$ cat src/rtl/arbitro_memoria_dados.sv
// -----------------------------------------------------------------------------
// arbitro_memoria_dados
//
// Two-requester arbiter in front of the single data-memory port.
//   requester 0 : processor load/store path (stalls on gnt0_o / rvalid0_o)
//   requester 1 : auxiliary master (display scanner / I/O copy engine)
//
// One access is in flight at a time. A request sampled in IDLE is validated
// for size/alignment; a legal one is registered onto the memory command port
// (visible for one CMD cycle together with the matching grant pulse), and a
// read returns mem_rdata_i to the owner with a one-cycle rvalid pulse on the
// first IDLE cycle after RWAIT. Illegal requests get a one-cycle err pulse.
//
// Arbitration: round-robin on the last served requester (requester 0 first
// after reset). Defining PRIORIDADE_FIXA_CPU_EN selects fixed priority with
// requester 0 always winning; the round-robin pointer is still maintained.
//
// Ports
//   clk_i                  system clock, all logic on the rising edge
//   reset_i                synchronous reset, active low
//   reqN_i/weN_i/addrN_i/wdataN_i/typeN_i   request N (held until gnt/err)
//   gntN_o                 command of requester N is on the memory port
//   errN_o                 request N rejected (bad size or misaligned)
//   rvalidN_o/rdataN_o     read data return to requester N
//   mem_addr_o/mem_wdata_o/mem_type_o       registered memory command
//   mem_we_o/mem_re_o      one-cycle write/read strobes
//   mem_rdata_i            read data, valid the cycle after mem_re_o
//   busy_o                 arbiter not in IDLE
// -----------------------------------------------------------------------------
module arbitro_memoria_dados #(
    parameter int ADDR_W = 8,
    parameter int DATA_W = 32
) (
    input  logic              clk_i,
    input  logic              reset_i,

    input  logic              req0_i,
    input  logic              we0_i,
    input  logic [ADDR_W-1:0] addr0_i,
    input  logic [DATA_W-1:0] wdata0_i,
    input  logic [1:0]        type0_i,
    output logic              gnt0_o,
    output logic              err0_o,
    output logic              rvalid0_o,
    output logic [DATA_W-1:0] rdata0_o,

    input  logic              req1_i,
    input  logic              we1_i,
    input  logic [ADDR_W-1:0] addr1_i,
    input  logic [DATA_W-1:0] wdata1_i,
    input  logic [1:0]        type1_i,
    output logic              gnt1_o,
    output logic              err1_o,
    output logic              rvalid1_o,
    output logic [DATA_W-1:0] rdata1_o,

    output logic [ADDR_W-1:0] mem_addr_o,
    output logic [DATA_W-1:0] mem_wdata_o,
    output logic [1:0]        mem_type_o,
    output logic              mem_we_o,
    output logic              mem_re_o,
    input  logic [DATA_W-1:0] mem_rdata_i,

    output logic              busy_o
);

    typedef enum logic [1:0] {
        ST_IDLE  = 2'd0,
        ST_CMD   = 2'd1,
        ST_RWAIT = 2'd2
    } state_t;

    // Requester fields gathered into vectors so both sides share one datapath.
    logic [1:0]                    req_w;
    logic [1:0]                    we_w;
    logic [1:0][ADDR_W-1:0]        addr_w;
    logic [1:0][DATA_W-1:0]        wdata_w;
    logic [1:0][1:0]               type_w;
    logic [1:0]                    legal_w;

    assign req_w   = {req1_i, req0_i};
    assign we_w    = {we1_i, we0_i};
    assign addr_w  = {addr1_i, addr0_i};
    assign wdata_w = {wdata1_i, wdata0_i};
    assign type_w  = {type1_i, type0_i};

    // Size/alignment check per requester: bytes always legal, halves need an
    // even address, words need a 4-byte aligned address, size 11 is reserved.
    genvar gi;
    generate
        for (gi = 0; gi < 2; gi++) begin : g_legal
            assign legal_w[gi] = (type_w[gi] == 2'b00) ||
                                 ((type_w[gi] == 2'b01) && !addr_w[gi][0]) ||
                                 ((type_w[gi] == 2'b10) && (addr_w[gi][1:0] == 2'b00));
        end
    endgenerate

    // State and registered outputs.
    state_t                 state_q, state_d;
    logic                   last_q, last_d;   // last requester served or rejected
    logic                   own_q, own_d;     // owner of the access in flight
    logic [ADDR_W-1:0]      mem_addr_q, mem_addr_d;
    logic [DATA_W-1:0]      mem_wdata_q, mem_wdata_d;
    logic [1:0]             mem_type_q, mem_type_d;
    logic                   mem_we_q, mem_we_d;
    logic                   mem_re_q, mem_re_d;
    logic [1:0]             gnt_q, gnt_d;
    logic [1:0]             err_q, err_d;
    logic [1:0]             rvalid_q, rvalid_d;
    logic [1:0][DATA_W-1:0] rdata_q, rdata_d;

    // Winner of the current IDLE sample. With a single requester it always
    // wins; with both, the selection rule depends on the build option.
    logic sel;

    always_comb begin
        sel = ~req_w[0];
`ifdef PRIORIDADE_FIXA_CPU_EN
        // Requester 0 wins whenever it asks; requester 1 only when it is alone.
        sel = ~req_w[0];
`else
        if (&req_w) begin
            sel = ~last_q;
        end
`endif
    end

    always_comb begin
        state_d     = state_q;
        last_d      = last_q;
        own_d       = own_q;
        mem_addr_d  = mem_addr_q;
        mem_wdata_d = mem_wdata_q;
        mem_type_d  = mem_type_q;
        mem_we_d    = 1'b0;
        mem_re_d    = 1'b0;
        gnt_d       = 2'b00;
        err_d       = 2'b00;
        rvalid_d    = 2'b00;
        rdata_d     = rdata_q;

        case (state_q)
            ST_IDLE: begin
                if (|req_w) begin
                    last_d = sel;
                    if (legal_w[sel]) begin
                        own_d       = sel;
                        mem_addr_d  = addr_w[sel];
                        mem_wdata_d = wdata_w[sel];
                        mem_type_d  = type_w[sel];
                        mem_we_d    = we_w[sel];
                        mem_re_d    = ~we_w[sel];
                        gnt_d[sel]  = 1'b1;
                        state_d     = ST_CMD;
                    end else begin
                        // Rejection costs one cycle; arbitration continues
                        // in the cycle the err pulse is visible.
                        err_d[sel] = 1'b1;
                    end
                end
            end

            ST_CMD: begin
                // Strobes fall back to their default 0 on the way out.
                state_d = mem_we_q ? ST_IDLE : ST_RWAIT;
            end

            ST_RWAIT: begin
                // Memory answers one cycle after mem_re; only the owner's
                // data register is touched.
                rdata_d[own_q]  = mem_rdata_i;
                rvalid_d[own_q] = 1'b1;
                state_d         = ST_IDLE;
            end

            default: begin
                state_d = ST_IDLE;
            end
        endcase
    end

    always_ff @(posedge clk_i) begin
        if (!reset_i) begin
            state_q     <= ST_IDLE;
            last_q      <= 1'b1;
            own_q       <= 1'b0;
            mem_addr_q  <= '0;
            mem_wdata_q <= '0;
            mem_type_q  <= '0;
            mem_we_q    <= 1'b0;
            mem_re_q    <= 1'b0;
            gnt_q       <= '0;
            err_q       <= '0;
            rvalid_q    <= '0;
            rdata_q     <= '0;
        end else begin
            state_q     <= state_d;
            last_q      <= last_d;
            own_q       <= own_d;
            mem_addr_q  <= mem_addr_d;
            mem_wdata_q <= mem_wdata_d;
            mem_type_q  <= mem_type_d;
            mem_we_q    <= mem_we_d;
            mem_re_q    <= mem_re_d;
            gnt_q       <= gnt_d;
            err_q       <= err_d;
            rvalid_q    <= rvalid_d;
            rdata_q     <= rdata_d;
        end
    end

    assign gnt0_o      = gnt_q[0];
    assign gnt1_o      = gnt_q[1];
    assign err0_o      = err_q[0];
    assign err1_o      = err_q[1];
    assign rvalid0_o   = rvalid_q[0];
    assign rvalid1_o   = rvalid_q[1];
    assign rdata0_o    = rdata_q[0];
    assign rdata1_o    = rdata_q[1];
    assign mem_addr_o  = mem_addr_q;
    assign mem_wdata_o = mem_wdata_q;
    assign mem_type_o  = mem_type_q;
    assign mem_we_o    = mem_we_q;
    assign mem_re_o    = mem_re_q;
    assign busy_o      = (state_q != ST_IDLE);

endmodule

$ cat config.mk
export PLATFORM = sky130hd
export DESIGN_NAME = arbitro_memoria_dados
export DESIGN_NICKNAME = d
export VERILOG_FILES = /design/src/rtl/arbitro_memoria_dados.sv
export SDC_FILE = /design/constraint.sdc
export NUM_CORES = 1
export LEC_CHECK = 0
export CORE_MARGIN = 8
export CORE_UTILIZATION = 42
export CTS_CLUSTER_SIZE = 8
export DETAILED_ROUTE_END_ITERATION = 6
export MAX_ROUTING_LAYER = met4
export PLACE_DENSITY = 0.82
export SETUP_SLACK_MARGIN = 0.1
export SYNTH_ARGS = -nofsm -noshare
export SYNTH_HDL_FRONTEND = slang
export SYNTH_SLANG_ARGS = --single-unit
$ cat constraint.sdc
create_clock -name clk_i -period 1.5 [get_ports clk_i]
set_input_delay 0.3 -clock clk_i [delete_from_list [all_inputs] [get_ports clk_i]]
set_output_delay 0.3 -clock clk_i [all_outputs]
set_load 0.02 [all_outputs]
==> results.tsv, run 1 <==
metric	value	unit
max-cap violation count	0	
Setup Skew	0.00384	ns
final hold vios	0	
Synth Net Count	735	
Hold Crit Endpoint	mem_wdata_o[30]$_SDFFE_PN0P_	
GRT Total Usage	22.4	%
R2R Path Start	state_q[1]$_SDFFE_PN0P_	
Pins Over Slew Limit	0	
Rows	40	
CP max FO	5	
Achievable Freq	640	MHz
class of the worst hold path	in -> reg	
Synth cell types	29	
ANT cells	0	
Worst-Skew Late Latency	0.41	ns
DP Wirelength	13000	um
worst hold path stage count	3	
final non-filler cell total	1036	
Max-slew headroom	71.7	%
Mean Syn Cell Area	8.50	um2
LEAKAGE	3.61	nW
power per cell area	1090	nW/um2
routed wl met2	8690	um
TritonRoute pass-1 iters	6	
Max Used Layer	met4	
DRC Markers	0	
crit path cell chain	nor2_4 > inv_2 > buf_12 > a211oi_4 > a22oi_4 > buf_6 > buf_12 > mux2i_1	
Core Util, Final	70.4	%
clk root buf	clkbuf_16	
CP max stage cell	dfxtp_2	
Worst Setup End Kind	register	
fraction of layout instances using a drive strength above 1	18.2	%
die width	127	um
TritonCTS clock tree	yes	
worst vdd ir	0.669	mV
Setup Viol. Count Final	30	
most used cell, CP	buf_12	
Worst Path Required	1.83	ns
Mapped Cells	613	
WL final	18300	um
period utilization	104	%
synthesized area	5210	um2
CP arrival	1.89	ns
RSZ-0062 raised after global routing	true	
Tightest Pin Transition	0.425	ns
CTS Buf Count	17	
RePlAce Congestion	0.811	
initial antenna violation count	0	
Tmin final	1.56	ns
largest net degree at the start of global routing	69	
CP Launch Type	register	
# IOs	237	
Core Region	12100	um2
DRT antenna net count	0	
kind of critical path	reg -> reg	
clock-pin slew on the worst setup and hold paths	0.05	ns
Ys Warns	0	
chip height	127	um
setup slack after placement	-0.419	ns
Die ar.	16200	um2
status	finished, violations left	
Via density	5.11	
number of nets in the layout	977	
most frequent cells in the layout	nand2_1 (172), dfxtp_1 (115), clkdlybuf4s50_1 (115)	
routed length per instance	17.7	um
vias in the first global route	5451	
Inst Count DP	992	
DRC marker count from the first detailed-route iteration	325	
WL met3	2130	um
FF-to-FF path depth	8	
Min Hold Slack	0.312	ns
port bufs	236	
CP max stage delay	0.33	ns
commonest non-fill, non-tap cell in the layout	nand2_1	
reg-to-reg endpoint	mem_wdata_o[2]$_SDFFE_PN0P_	
Setup Total Neg Slack	-0.843	ns
initial core utilization	43.2	%
clk sink count	118	
M1 WL	7230	um
Vias	5298	
GRT Residual Overflow	0	
Clock Path Buffers	2	
Setup WS post-layout	-0.0617	ns
Synth Register Bits	118	
part of the Yosys area used for sequential elements	45.4	%
H-tree depth	4	
synth-to-layout area growth	63.1	%
failing checks	setup timing	
first-pass GRT wire length	28000	um
setup slack, reg-to-reg	-0.06	ns
hold wc startpoint	reset_i	
Fillers	890	
[state kept, by name, indices dropped and copies added, names as in the netlist]
name / count
err_q: 2
gnt_q: 2
last_q: 1
mem_addr_o: 8
mem_re_o: 1
mem_type_o: 2
mem_wdata_o: 32
mem_we_o: 1
own_q: 1
rdata0_o: 32
rdata1_o: 32
rvalid_q: 2
state_q: 2
[report_power, final]
group	switching, mW	leakage (nW)	internal [mW]
Sequential	0.0852	0.959	3.30
Clock	1.44	0.285	2.75
Combinational	0.816	2.36	0.894
[repair_timing]
| item | 4_1_cts | 5_1_grt |
|---|---|---|
| hold buffers | 0 | 0 |
| setup endpoints to repair | 167 | 142 |
| buffers inserted | 7 | 3 |
| pin swaps | 3 | 3 |
| resized for setup | 216 | 133 |
| cloned | 5 | 2 |
[critical path: cells and delay by family, from the launching register on]
family | cells | cell delay [ns]
mux | 1 | 0.17
flops | 1 | 0.33
buf+inv | 4 | 0.48
compound gates | 2 | 0.37
simple gates | 1 | 0.12
[synthesized netlist by cell type]
cell | count | area share (%)
nand2_1 | 172 | 12
o21ai_0 | 33 | 3.2
a211oi_1 | 1 | 0.14
clkbuf_2 | 1 | 0.096
nand2b_4 | 1 | 0.26
nor4bb_1 | 1 | 0.19
and3_1 | 43 | 5.2
nand3b_1 | 3 | 0.43
nor3b_1 | 2 | 0.29
o21ai_1 | 11 | 1.1
and2_1 | 3 | 0.36
nor2_1 | 6 | 0.43
o22ai_2 | 2 | 0.48
a21oi_1 | 3 | 0.29
mux2i_1 | 42 | 8.1
and3b_1 | 1 | 0.17
clkbuf_1 | 42 | 3.0
a22oi_4 | 1 | 0.41
buf_6 | 4 | 0.86
buf_2 | 6 | 0.58
o21a_1 | 2 | 0.29
nor3_1 | 3 | 0.29
a211oi_2 | 1 | 0.24
or3b_2 | 1 | 0.17
nor3b_2 | 1 | 0.24
inv_1 | 1 | 0.072
nand3_1 | 2 | 0.19
a21boi_0 | 106 | 15
dfxtp_1 | 118 | 45
[final cells by class]
| class | count | area (um2) | area share, % |
|---|---|---|---|
| clock inverter | 10 | 145 | 1.71 |
| timing repair buffer | 276 | 2630 | 30.9 |
| sequential | 118 | 2370 | 27.8 |
| inverter | 1 | 3.75 | 0.0442 |
| clock buffer | 22 | 474 | 5.58 |
| tap | 168 | 210 | 2.47 |
| multi-input combinational | 441 | 2670 | 31.4 |
[cells by family (layout without fill, tap and decap cells)]
family	after synthesis	count (layout)	share of synthesized area [%]
multiplexers	42	42	8.07
AO/OA/AOI/OAI	160	160	21.4
buffers and inverters	54	309	4.64
flip-flops	118	118	45.4
AND/OR/NAND/NOR	239	239	20.6
[metal layers]
metal	vias up	GRT usage, %
li1	2562	-
met1	2461	24.1
met2	251	36.8
met3	24	10.2
met4	0	6.51
met5	-	-
[through the flow]
step	power (mW)	cell area (um2)
6_report	9.28	8500
3_3_place_gp	5.01	7850
3_5_place_dp	5.05	7850
4_1_cts	9.36	8690
5_1_grt	9.61	8500
2_1_floorplan	4.20	5210
[worst max path at each step]
stage | from | end | slack (ns) | cells past startpoint
after floorplan | state_q[0]$_SDFFE_PN0P_ | mem_addr_o[0]$_SDFFE_PN0P_ | 0.15 | 6
after global placement | addr1_i[1] | mem_addr_o[2]$_SDFFE_PN0P_ | -0.34 | 6
after detailed placement | req1_i | mem_wdata_o[2]$_SDFFE_PN0P_ | -0.42 | 6
after CTS | state_q[0]$_SDFFE_PN0P_ | mem_wdata_o[31]$_SDFFE_PN0P_ | -0.09 | 8
after global routing | state_q[1]$_SDFFE_PN0P_ | mem_wdata_o[6]$_SDFFE_PN0P_ | -0.09 | 8
final | state_q[1]$_SDFFE_PN0P_ | mem_wdata_o[2]$_SDFFE_PN0P_ | -0.06 | 8
Note: power is estimated with default switching activity, not from simulation.
==> run 2, diff against run 1 <==
CORE_UTILIZATION = 45   (was 42)
HOLD_SLACK_MARGIN = 0.1   (was not set)
PLACE_DENSITY = 0.87   (was 0.82)
clock period = 1.8 ns   (was 1.5 ns; I/O delays follow)
==> run 2 against run 1 <==
  * The run now ends clean
  * Utilization grew 1.9 points
  * Die area shrank 5.8%
  * Total power shrank 18%
  * Clock skew grew 0.0054 ns
  * Sequential cell count is the same
  * Sequential power shrank 17%
  * Routed wire length shrank 7.4%
  * Largest power group unchanged
==> results.tsv, run 2 (synthesis gave the netlist of run 1 again) <==
metric	value	unit	change
commonest non-fill, non-tap cell in the layout	nand2_1		
Max-slew headroom	64.2	%	-7.4 points
clk root buf	clkbuf_16		
Combinational Power Share	16.1	%	-2.3 points
worst hold path stage count	2		-1
worst vdd ir	0.596	mV	-11%
DRC Markers	0		unchanged
setup slack, reg-to-reg	0.28	ns	+0.34 ns
clk sink count	118		unchanged
part of the power in registers	37.0	%	+0.6 points
CP endpoint	rvalid0_o		
# IOs	237		unchanged
Die ar.	15300	um2	-5.8%
Inst Count DP	959		-3.3%
final non-filler cell total	990		-4.4%
initial antenna violation count	0		unchanged
sw frac	23.6	%	-1.6 points
R2R Path Start	state_q[0]$_SDFFE_PN0P_		
CP Launch Type	register		
CTS Buf Count	17		unchanged
fraction of layout instances using a drive strength above 1	6.97	%	-11 points
met3 GRT Util	9.16	%	-1.0 points
max-cap violation count	0		unchanged
Via density	5.22		+2.0%
DRT antenna net count	0		unchanged
met2 track demand over resource	36.0	%	-0.75 points
port bufs	236		unchanged
hold-fix buffers at CTS	0		unchanged
final hold vios	0		unchanged
Vias	5164		-2.5%
Net Sw Power	1.80	mW	-23%
Core Region	11400	um2	-5.7%
Setup Total Neg Slack	0	ns	+0.843 ns
first-pass GRT wire length	25800	um	-7.9%
Worst-Skew Late Latency	0.40	ns	about the same
power per cell area	926	nW/um2	-15%
synth-to-layout area growth	58.0	%	
Worst Setup End Kind	primary output		
initial core utilization	45.8	%	+2.6 points
DRC marker count from the first detailed-route iteration	367		+13%
period utilization	91.9	%	
DP Area	7720	um2	-1.6%
die width	124	um	-3.0%
reg-to-reg endpoint	mem_wdata_o[13]$_SDFFE_PN0P_		
TritonRoute pass-1 iters	6		unchanged
status	completed		
Rows	39		-2.5%
crit path cell chain	clkdlybuf4s50_1		
Tmin final	1.65	ns	
routed length per instance	17.1	um	-3.1%
Clock Path Buffers	2		unchanged
Multi-input gate area	2610	um2	-2.0%
kind of critical path	reg -> out		
Pins Over Slew Limit	0		unchanged
TritonCTS clock tree	yes		
GRT Total Usage	22.1	%	-0.31 points
largest net degree at the start of global routing	76		+10%
cell family with most CP delay	buffers and inverters		
Worst Path Required	1.44	ns	-0.39 ns
LEAKAGE	3.83	nW	+6.2%
final design area excluding fillers	8230	um2	-3.2%
most frequent cells in the layout	nand2_1 (172), clkdlybuf4s50_1 (120), dfxtp_1 (118)		
CP arrival	1.29	ns	-0.60 ns
GR peak layer	met2		
cell-internal power	5.82	mW	-16%
crit path buf inv count	1		-3
Setup Skew	0.00922	ns	+0.00539 ns
WL final	17000	um	-7.4%
vias in the first global route	5189		-4.8%
chip height	124	um	-3.0%
ANT cells	0		unchanged
FF-to-FF path depth	6		-2
number of nets in the layout	957		-2.0%
CP startpoint	rvalid_q[0]$_SDFF_PN0_		
class of the worst hold path	in -> reg		
RePlAce Congestion	0.842		+3.8%
GRT Residual Overflow	0		unchanged
H-tree depth	4		unchanged
CP max stage delay	0.59	ns	+0.26 ns
RSZ-0062 raised after global routing	false		
GR Layer Usage met1	24.5	%	+0.45 points
Fillers	830		-6.7%
WP depth	1		-7
DP Wirelength	12700	um	-2.2%
CP max stage cell	clkdlybuf4s50_1		
Tightest Pin Transition	0.536	ns	+0.112 ns
Register Area	2360	um2	-0.16%
CP max FO	1		-4
Achievable Freq	605	MHz	
Setup Viol. Count Final	0		-100%
clock share of power	46.8	%	+1.6 points
clock-pin slew on the worst setup and hold paths	0.05	ns	about the same
==> run 2: cell count changes in the layout (fill, tap and decap cells not counted), sizes merged <==
cell,before,now
buf,43,22
bufinv,3,4
clkbuf,78,24
clkdlybuf4s15,48,0
clkdlybuf4s18,1,0
clkdlybuf4s50,115,120
clkinv,1,2
clkinvlp,5,2
dlygate4sd2,11,109
dlymetal6s2s,2,4
inv,2,1
==> run 2: worst min path at each step <==
stage,slack [ns],endpoint,start
after CTS,0.33,last_q$_SDFFE_PN1P_,reset_i
after detailed placement,0.44,state_q[1]$_SDFFE_PN0P_,mem_we_o$_SDFF_PN0_
after global placement,0.42,state_q[1]$_SDFFE_PN0P_,mem_we_o$_SDFF_PN0_
after global routing,0.36,last_q$_SDFFE_PN1P_,reset_i
after floorplan,0.46,state_q[1]$_SDFFE_PN0P_,state_q[1]$_SDFFE_PN0P_
final,0.34,last_q$_SDFFE_PN1P_,reset_i
==> run 2: repair_timing <==
action	in CTS	in global routing
endpoints found under the setup margin	110	8
hold endpoints to repair	0	0
buffers inserted	0	0
pin swaps	0	0
resized for setup	110	7
==> run 2: power by group through the flow <==
| stage | Sequential (mW) | Combinational, mW | Clock, mW |
|---|---|---|---|
| floorplan | 3.01 | 0.488 | 0 |
| global placement | 2.87 | 1.29 | 0 |
| detailed placement | 2.88 | 1.31 | 0 |
| CTS | 2.82 | 1.24 | 3.62 |
| global route | 2.83 | 1.32 | 3.76 |
| finish | 2.82 | 1.23 | 3.57 |
==> run 2: area by class of cell <==
cell class | instances | share of cell area (%)
timing repair buffer | 256 | 29.6
inverter | 1 | 0.0456
clock inverter | 8 | 1.76
sequential | 118 | 28.7
tap | 143 | 2.17
clock buffer | 23 | 5.93
multi-input combinational | 441 | 31.8
==> run 2: through the flow <==
step                utilization [%]  total power [mW]  hold WS [ns]  setup slack [ns]
detailed placement             67.9              4.19         0.438            -0.181
floorplan                         -              3.50         0.462             0.382
global route                   72.4              7.91         0.365             0.105
CTS                            72.3              7.68         0.326            0.0231
global placement               67.9              4.16         0.418            -0.102
finish                         72.4              7.62         0.339             0.146
==> run 2: metal layers <==
layer / routed length [um] / share of wire [%] / up-vias
met1: 6820 / 40 / 2392
met3: 2090 / 12 / 18
met5: 0 / 0 / -
met2: 7880 / 46 / 236
met4: 188 / 1.1 / 0
li1: - / - / 2518
==> run 3, diff against run 2 <==
ABC_CLOCK_PERIOD_IN_PS = 1800   (was not set)
CORE_MARGIN = 4   (was 8)
==> run 3 against run 2 <==
  * Non-clock buffer count shrank 1
  * Sequential power about the same
  * Worst hold slack got worse by 0.0063 ns
  * Clock skew increased by 0.0013 ns
  * Sequential share of layout area is 0.34 points higher
  * Sequential cell count is the same
  * Total power decreased by 7.6%
  * Critical path depth unchanged
  * Clock-buffer cell count down 1
  * Fmax is 1.1% lower
==> results.tsv, run 3 (synthesis gave the netlist of run 1 again) <==
metric	value	unit	change
part of the power in registers	40.0	%	+3.0 points
chip height	116	um	-6.5%
met3 GRT Util	6.84	%	-2.3 points
ANT cells	0		unchanged
CP arrival	1.31	ns	+0.02 ns
initial core utilization	45.8	%	unchanged
Setup Skew	0.0105	ns	+0.00129 ns
CP Launch Type	register		
Vias	5211		+0.91%
final hold vios	0		unchanged
Min Hold Slack	0.333	ns	-0.00633 ns
Combinational Power Share	17.3	%	+1.2 points
WL final	15900	um	-6.1%
DRT antenna net count	0		unchanged
GRT Total Usage	23.8	%	+1.7 points
status	completed		
initial antenna violation count	0		unchanged
GR Layer Usage met1	26.8	%	+2.2 points
Pins Over Slew Limit	0		unchanged
final design area excluding fillers	8130	um2	-1.2%
clock share of power	42.7	%	-4.1 points
CTS Buf Count	17		unchanged
DRC marker count from the first detailed-route iteration	382		+4.1%
GR peak layer	met2		
CP max FO	1		unchanged
CP max stage cell	clkdlybuf4s50_1		
TritonRoute pass-1 iters	4		-2
crit path buf inv count	1		unchanged
port bufs	236		unchanged
fraction of layout instances using a drive strength above 1	6.86	%	-0.10 points
clk sink count	118		unchanged
LEAKAGE	3.79	nW	-1.1%
setup slack after placement	-0.165	ns	+0.0153 ns
routed length per instance	16.1	um	-5.9%
TritonCTS clock tree	yes		
Worst Path Required	1.44	ns	about the same
largest net degree at the start of global routing	83		+9.2%
DP Area	7720	um2	about the same
synth-to-layout area growth	56.1	%	
period utilization	92.9	%	+0.98 points
Worst-Skew Late Latency	0.41	ns	about the same
Tightest Pin Transition	0.607	ns	+0.0707 ns
CP max stage delay	0.60	ns	about the same
number of nets in the layout	956		-0.10%
GRT Residual Overflow	0		unchanged
worst vdd ir	0.625	mV	+4.9%
clock-pin slew on the worst setup and hold paths	0.05	ns	about the same
RSZ-0062 raised after global routing	false		
Core Region	11400	um2	unchanged
first-pass GRT wire length	24400	um	-5.7%
power per cell area	865	nW/um2	-6.5%
Rows	39		unchanged
H-tree depth	4		unchanged
Clock Path Buffers	2		unchanged
# IOs	237		unchanged
DRC Markers	0		unchanged
most frequent cells in the layout	nand2_1 (172), clkdlybuf4s50_1 (123), dfxtp_1 (118)		
Fillers	874		+5.3%
crit path cell chain	clkdlybuf4s50_1		
Tmin final	1.67	ns	+0.0176 ns
Multi-input gate area	2610	um2	about the same
clk root buf	clkbuf_16		
met2 track demand over resource	39.9	%	+3.9 points
Core Util, Final	71.5	%	-0.85 points
Net Sw Power	1.80	mW	about the same
Setup Viol. Count Final	0		unchanged
cell family with most CP delay	buffers and inverters		
commonest non-fill, non-tap cell in the layout	nand2_1		
max-cap violation count	0		unchanged
Worst Setup End Kind	primary output		
Achievable Freq	598	MHz	-1.1%
hold-fix buffers at CTS	0		unchanged
DP Wirelength	11800	um	-7.3%
class of the worst hold path	in -> reg		
RePlAce Congestion	0.876		+4.1%
Setup Total Neg Slack	0	ns	unchanged
Register Area	2360	um2	unchanged
Setup WS post-layout	0.128	ns	-0.0176 ns
Max-slew headroom	59.5	%	-4.7 points
Die ar.	13400	um2	-13%
Via density	5.27		+1.1%
kind of critical path	reg -> out		
sw frac	25.5	%	+1.9 points
die width	116	um	-6.5%
vias in the first global route	5110		-1.5%
cell-internal power	5.24	mW	-9.9%
[run 3: cell types whose count changed in the layout (fill, tap and decap cells not counted), sizes merged]
cell and change:
bufinv -4, dlymetal6s2s +2, dlygate4sd2 -5, clkinvlp +1, clkinv +3, clkdlybuf4s50 +3
clkbuf -1, buf -1
[run 3: path summary, 6_finish.rpt]
check                          start                          to  slack, ns  depth (start not counted)
max           rvalid_q[1]$_SDFF_PN0_                   rvalid1_o       0.13                          1
min                          reset_i         last_q$_SDFFE_PN1P_       0.33                          2
max reg2reg  state_q[0]$_SDFFE_PN0P_  mem_type_o[0]$_SDFFE_PN0P_       0.31                          6
min reg2reg      mem_we_o$_SDFF_PN0_     state_q[1]$_SDFFE_PN0P_       0.43                          1
[run 3: repair_timing]
| action | CTS | global route |
|---|---|---|
| pin swaps | 0 | 0 |
| hold endpoints to repair | 0 | 0 |
| setup endpoints to repair | 105 | 7 |
| setup buffers | 0 | 0 |
| gates resized for setup | 105 | 8 |
[run 3: routing by layer]
layer | vias up | part of all wire [%]
met5 | - | 0
met2 | 261 | 49
li1 | 2523 | -
met4 | 0 | 2.4
met1 | 2397 | 39
met3 | 30 | 10
[run 3: per-stage QoR]
step / power (mW) / std cells
floorplan: 3.50 / 613
global placement: 4.14 / 958
detailed placement: 4.17 / 958
CTS: 7.08 / 988
global route: 7.29 / 988
finish: 7.04 / 988
[run 3: area by class of cell]
cell class                      instances  share of cell area [%]
Inverter                                1                  0.0462
Sequential cell                       118                    29.1
Clock buffer                           22                    5.95
Timing Repair Buffer                  255                    30.0
Tap cell                              143                    2.20
Multi-Input combinational cell        441                    32.1
Clock inverter                          8                   0.631
[run 3: worst reg2reg max path, cell delays in order (launching register included)]
cell      delay (ns)
dfxtp_1         0.42
nor2_1          0.08
inv_1           0.11
a211oi_2        0.06
a22oi_4         0.27
buf_12          0.23
mux2i_1         0.24
[run 3: power groups by stage]
| stage | combinational (mW) | clock [mW] | sequential [mW] |
|---|---|---|---|
| floorplan | 0.488 | 0 | 3.01 |
| detailed placement | 1.30 | 0 | 2.87 |
| CTS | 1.23 | 3.04 | 2.82 |
| finish | 1.22 | 3.00 | 2.82 |
| global placement | 1.27 | 0 | 2.87 |
| global route | 1.31 | 3.15 | 2.83 |
